==> src/rtl/stream_mux_if.sv <==
// stream_mux_if: bundles the select, input-channel and output-stream signals of stream_mux.
//   sel       channel select (ignored in round-robin mode)
//   in_data   N channels of WIDTH bits, channel i at [i*WIDTH +: WIDTH]
//   in_valid  per-channel valid
//   in_ready  per-channel ready, at most one bit high
//   out_data  registered data of the selected channel
//   out_valid output register holds an item
//   out_ready downstream accepts the item
//   out_chan  channel index that supplied out_data
// Modports: master = producer/consumer environment, slave = the mux.
interface stream_mux_if #(
  parameter int unsigned WIDTH = 8,
  parameter int unsigned N     = 4
);
  localparam int unsigned SEL_W = $clog2(N);

  logic [SEL_W-1:0]   sel;
  logic [N*WIDTH-1:0] in_data;
  logic [N-1:0]       in_valid;
  logic [N-1:0]       in_ready;
  logic [WIDTH-1:0]   out_data;
  logic               out_valid;
  logic               out_ready;
  logic [SEL_W-1:0]   out_chan;

  modport master (
    output sel, in_data, in_valid, out_ready,
    input  in_ready, out_data, out_valid, out_chan
  );

  modport slave (
    input  sel, in_data, in_valid, out_ready,
    output in_ready, out_data, out_valid, out_chan
  );
endinterface

==> src/rtl/stream_mux.sv <==
// stream_mux: N-channel, WIDTH-bit valid/ready multiplexer with a one-item registered
// output stage. MODE=0 selects the channel with bus.sel; MODE=1 arbitrates round-robin.
// Ports:
//   clk         rising-edge clock
//   rst         synchronous active-high reset
//   bus         stream_mux_if.slave (sel, in_data/in_valid/in_ready, out_* stream)
//   xfer_count  16-bit saturating count of output transfers; present only when the
//               macro STREAM_MUX_STATS_EN is defined
module stream_mux #(
  parameter int unsigned WIDTH = 8,
  parameter int unsigned N     = 4,
  parameter int unsigned MODE  = 0
) (
  input  logic        clk,
  input  logic        rst,
  stream_mux_if.slave bus
`ifdef STREAM_MUX_STATS_EN
  ,
  output logic [15:0] xfer_count
`endif
);
  localparam int unsigned SEL_W = $clog2(N);

  logic [SEL_W-1:0] grant;
  logic             grant_vld;
  logic             load;
  logic [N-1:0]     in_ready_c;
  logic             xfer_in;
  logic [WIDTH-1:0] sel_data;

  logic [WIDTH-1:0] data_q;
  logic [SEL_W-1:0] chan_q;
  logic             valid_q;

  // Output register can take a new item when empty or when its item leaves this cycle
  assign load = !valid_q || bus.out_ready;

  if (MODE == 0) begin : g_sel
    // Out-of-range select (non-power-of-2 N) grants nothing
    always_comb begin
      grant     = bus.sel;
      grant_vld = (32'(bus.sel) < N);
    end
  end else begin : g_rr
    logic [SEL_W-1:0] ptr_q;
    logic [SEL_W-1:0] rr_idx;

    // First valid channel scanning upward from ptr_q+1, wrapping at N
    always_comb begin
      grant     = '0;
      grant_vld = 1'b0;
      rr_idx    = '0;
      for (int unsigned k = 1; k <= N; k++) begin
        rr_idx = SEL_W'((32'(ptr_q) + k) % N);
        if (!grant_vld && bus.in_valid[rr_idx]) begin
          grant     = rr_idx;
          grant_vld = 1'b1;
        end
      end
    end

    // Reset to N-1 so channel 0 wins first
    always_ff @(posedge clk) begin
      if (rst) begin
        ptr_q <= SEL_W'(N - 1);
      end else if (xfer_in) begin
        ptr_q <= grant;
      end
    end
  end

  // Ready only on the granted channel; data mux uses constant slices
  always_comb begin
    in_ready_c = '0;
    sel_data   = '0;
    for (int unsigned i = 0; i < N; i++) begin
      if (grant == SEL_W'(i)) begin
        in_ready_c[i] = grant_vld && load;
        sel_data      = bus.in_data[i*WIDTH +: WIDTH];
      end
    end
  end

  assign xfer_in = |(bus.in_valid & in_ready_c);

  // Output stage: load on input transfer, otherwise drain on output transfer
  always_ff @(posedge clk) begin
    if (rst) begin
      data_q  <= '0;
      chan_q  <= '0;
      valid_q <= 1'b0;
    end else if (xfer_in) begin
      data_q  <= sel_data;
      chan_q  <= grant;
      valid_q <= 1'b1;
    end else if (bus.out_ready) begin
      valid_q <= 1'b0;
    end
  end

  assign bus.in_ready  = in_ready_c;
  assign bus.out_data  = data_q;
  assign bus.out_chan  = chan_q;
  assign bus.out_valid = valid_q;

`ifdef STREAM_MUX_STATS_EN
  logic [15:0] xfer_cnt_q;

  // Saturating output-transfer counter
  always_ff @(posedge clk) begin
    if (rst) begin
      xfer_cnt_q <= '0;
    end else if (valid_q && bus.out_ready && (xfer_cnt_q != 16'hFFFF)) begin
      xfer_cnt_q <= xfer_cnt_q + 16'd1;
    end
  end

  assign xfer_count = xfer_cnt_q;
`endif
endmodule

==> src/flat_wrapper.sv <==
// flat-port wrapper written by rule: the top's interface ports become plain ports
module stream_mux_flat 
#(
  parameter int unsigned WIDTH = 8,
  parameter int unsigned N     = 4,
  parameter int unsigned MODE  = 0
)
  (clk, rst, bus_sel, bus_in_data, bus_in_valid, bus_out_ready, bus_in_ready, bus_out_data, bus_out_valid, bus_out_chan);
  stream_mux_if #(.WIDTH(WIDTH), .N(N)) bus_i ();
  input  logic clk;
  input  logic rst;
  input wire logic [$bits(bus_i.sel)-1:0] bus_sel;
  input wire logic [$bits(bus_i.in_data)-1:0] bus_in_data;
  input wire logic [$bits(bus_i.in_valid)-1:0] bus_in_valid;
  input wire logic [$bits(bus_i.out_ready)-1:0] bus_out_ready;
  output wire logic [$bits(bus_i.in_ready)-1:0] bus_in_ready;
  output wire logic [$bits(bus_i.out_data)-1:0] bus_out_data;
  output wire logic [$bits(bus_i.out_valid)-1:0] bus_out_valid;
  output wire logic [$bits(bus_i.out_chan)-1:0] bus_out_chan;
  assign bus_i.sel = bus_sel;
  assign bus_i.in_data = bus_in_data;
  assign bus_i.in_valid = bus_in_valid;
  assign bus_i.out_ready = bus_out_ready;
  assign bus_in_ready = bus_i.in_ready;
  assign bus_out_data = bus_i.out_data;
  assign bus_out_valid = bus_i.out_valid;
  assign bus_out_chan = bus_i.out_chan;
  stream_mux #(.WIDTH(WIDTH), .N(N), .MODE(MODE)) u_core (.clk(clk), .rst(rst), .bus(bus_i));
endmodule
==> config.mk <==
export PLATFORM = sky130hd
export DESIGN_NAME = stream_mux_flat
export DESIGN_NICKNAME = d
export VERILOG_FILES = /design/src/rtl/stream_mux_if.sv /design/src/rtl/stream_mux.sv /design/src/flat_wrapper.sv
export SDC_FILE = /design/constraint.sdc
export NUM_CORES = 1
export LEC_CHECK = 0
export BUFFER_PORTS_ARGS = -buffer_cell sky130_fd_sc_hd__buf_2
export CAP_MARGIN = 20
export CORE_UTILIZATION = 30
export CTS_BUF_LIST = sky130_fd_sc_hd__clkbuf_16
export DETAILED_ROUTE_END_ITERATION = 6
export GPL_TIMING_DRIVEN = 0
export PLACE_DENSITY = 0.65
export SETUP_SLACK_MARGIN = 0.05
export SYNTH_ARGS = -nofsm -noshare
export SYNTH_HDL_FRONTEND = slang
export SYNTH_SLANG_ARGS = --single-unit
==> constraint.sdc <==
create_clock -name clk -period 1.4 [get_ports clk]
set_clock_uncertainty 0.1 [all_clocks]
set_input_delay 0.14 -clock clk [delete_from_list [all_inputs] [get_ports clk]]
set_output_delay 0.14 -clock clk [all_outputs]
set_load 0.05 [all_outputs]
==> out/results.tsv <==
metric	value	unit
Yosys reg bits	11	
Slew Viols, Final	0	
Cell Area, Synth	754	sq um
top area cells in the synthesized netlist	dfxtp_1 (29%), mux4_2 (15%), mux4_1 (10%)	
CTS tree	built	
Critical Path Source	u_core.bus.out_valid$_SDFFE_PP0P_	
Root Buffer	clkbuf_16	
largest net degree at the start of global routing	11	
IO buf count	54	
Via-to-Cell Ratio	5.12	
Post-synth top cells	dfxtp_1 (11), a21oi_1 (9), nand3_1 (9), o21ai_1 (9), mux4_2 (5)	
GRT Total Usage	15.8	%
Peak VDD IR	1020	uV
worst hold path class	input pin to flip-flop	
FMAX	698	MHz
synth-to-layout area growth	72.1	%
DRC viols	0	
Final #Nets	171	
CP required	1.40	ns
Die ar.	2720	sq um
RSZ-0062 raised after global routing	true	
initial core utilization	32.8	%
leakage	0.576	nW
Num CTS Buffers	3	
drt total wl	2.11	mm
DR WL/cell	13.4	microns
Die Ht	52.2	microns
Tmin final	1.43	ns
CTS Sinks	11	
DR pass1 iterations	4	
failing checks	hold timing, setup timing	
synth unique cells	24	
GP Congestion	0.672	
Boundary Pins	56	
CTS max path bufs	2	
Ant. Diodes	0	
Worst Reg-to-Reg Cells	5	
Yosys warning count	0	
hpwl dp	1.56	mm
FF-to-FF setup slack	-0.03	ns
Mapped Cells	68	
Setup crit end kind	flip-flop	
status	finished with violations	
arrival time worst endpoint	1.43	ns
drt initial violations	6	
Worst-Skew Late Latency	0.24	ns
Post-DRT Antenna Nets	0	
P per Cell Area	1010	nW/um^2
share of layout cells above drive strength 1	76.0	%
initial antenna violation count	0	
max_slew headroom	62.6	%
top-area cell type share of the netlist area	29.2	%
Post-synth EDFFs	0	
Worst Path Max Fanout	5	
post-synthesis sequential area ratio	29.2	%
FF-to-FF End	u_core.bus.out_data[2]$_SDFFE_PP0P_	
cell taking the most area after synthesis	dfxtp_1	
Async S/R FF share, synth	0	%
reg-to-reg startpoint	u_core.bus.out_valid$_SDFFE_PP0P_	
clock slew at reported path FFs	0.04	ns
ys flop type	dfxtp_1	
crit path kind	flip-flop to flip-flop	
row count	17	
Avg Synthesized Cell Area	11.1	sq um
top-count cell post-synth	dfxtp_1	
grt total ovfl	0	
vias in the first global route	750	
Hold Violations, Final	1	
CP startpoint kind	flip-flop	
final setup margin	-0.0324	ns
final non-filler cell total	157	
first-pass GRT wire length	3.05	mm
worst slew pin tran	0.560	ns
H-tree depth	1	
worst setup path end	u_core.bus.out_data[2]$_SDFFE_PP0P_	
syn_nets	109	
final setup vio count	9	
Cells after DPL	150	
max cap viols	0	
die width	52.2	microns
Hold WS	-0.0213	ns
core footprint	2300	sq um
period utilization	102	%
via count	804	
==> state kept, by name, summed over array words and instances (netlist names) <==
| register | cells |
|---|---|
| u_core.bus.out_data | 8 |
| u_core.bus.out_chan | 2 |
| u_core.bus.out_valid | 1 |
==> cell usage in the layout (no fill, tap or decap), types with 2 or more instances in the layout <==
cell type   n
buf_2      50
dfxtp_1    10
nand3_2     9
o21ai_1     9
buf_6       7
a21oi_2     6
mux4_2      5
buf_4       4
a21oi_1     3
mux4_1      3
clkbuf_16   3
nor3_4      2
==> repair_timing <==
action                                  in CTS  in global routing
resized for setup                           19                 10
cloned                                       1                  0
pin swaps                                   20                  8
endpoints found under the hold margin        1                  1
endpoints found under the setup margin      14                 15
buffers inserted                             0                  2
==> report_power, final <==
| part | switching, mW | internal, mW | leakage (nW) | total (mW) |
|---|---|---|---|---|
| Sequential | 0.0184 | 0.342 | 0.0911 | 0.360 |
| Combinational | 0.254 | 0.186 | 0.442 | 0.440 |
| Clock | 0.134 | 0.374 | 0.0423 | 0.508 |
| Total | 0.406 | 0.902 | 0.576 | 1.31 |
==> routing by layer <==
metal	global-route usage, %	routed length, microns	vias up
li1	-	-	388
met4	8.77	28	0
met2	27.1	1070	42
met1	17.6	805	372
met5	0	0	-
met3	3.80	197	2
==> cell families after synthesis <==
kind of cell / after synthesis / share of synthesized area (%)
DFF: 11 / 29.2
AOI/OAI and AO/OA: 19 / 14.8
muxes: 10 / 29.2
and+or+nand+nor: 22 / 18.4
buffers and inverters: 6 / 8.46
==> stage by stage <==
step	instance area (sq um)	setup TNS [ns]	setup WS, ns	power [mW]	util (%)
after floorplan	777	-1.17	-0.111	0.638	-
after global placement	1080	-0.562	-0.0631	0.742	47.1
after detailed placement	1080	-0.728	-0.0987	0.751	47.1
after CTS	1240	-0.922	-0.102	1.30	54.1
after global routing	1300	-0.558	-0.0653	1.37	56.5
final	1300	-0.247	-0.0324	1.31	56.5
==> how the worst min path moves through the flow <==
stage / start / end / depth (start not counted)
after CTS: rst / u_core.bus.out_chan[1]$_SDFFE_PP0P_ / 2
after global routing: rst / u_core.bus.out_chan[1]$_SDFFE_PP0P_ / 2
after floorplan: rst / u_core.bus.out_chan[1]$_SDFFE_PP0P_ / 1
final: rst / u_core.bus.out_chan[1]$_SDFFE_PP0P_ / 2
after detailed placement: rst / u_core.bus.out_chan[1]$_SDFFE_PP0P_ / 2
after global placement: rst / u_core.bus.out_chan[1]$_SDFFE_PP0P_ / 2
==> critical path: stages, from the launching register on <==
cell,delay [ns]
dfxtp_4,0.34
and2b_4,0.20
or3_4,0.39
buf_6,0.15
nand3_4,0.06
a21oi_2,0.06
==> area by class of cell <==
| cell class | count | area [sq um] |
|---|---|---|
| well taps | 28 | 35.0 |
| clock inverters | 1 | 3.75 |
| repair buffers | 57 | 318 |
| multi-input cells | 51 | 579 |
| clock buffers | 3 | 75.1 |
| flip-flops and latches | 11 | 224 |
| fillers | 217 | 998 |
| plain buffers | 6 | 63.8 |
(Power assumes the default switching activity.)
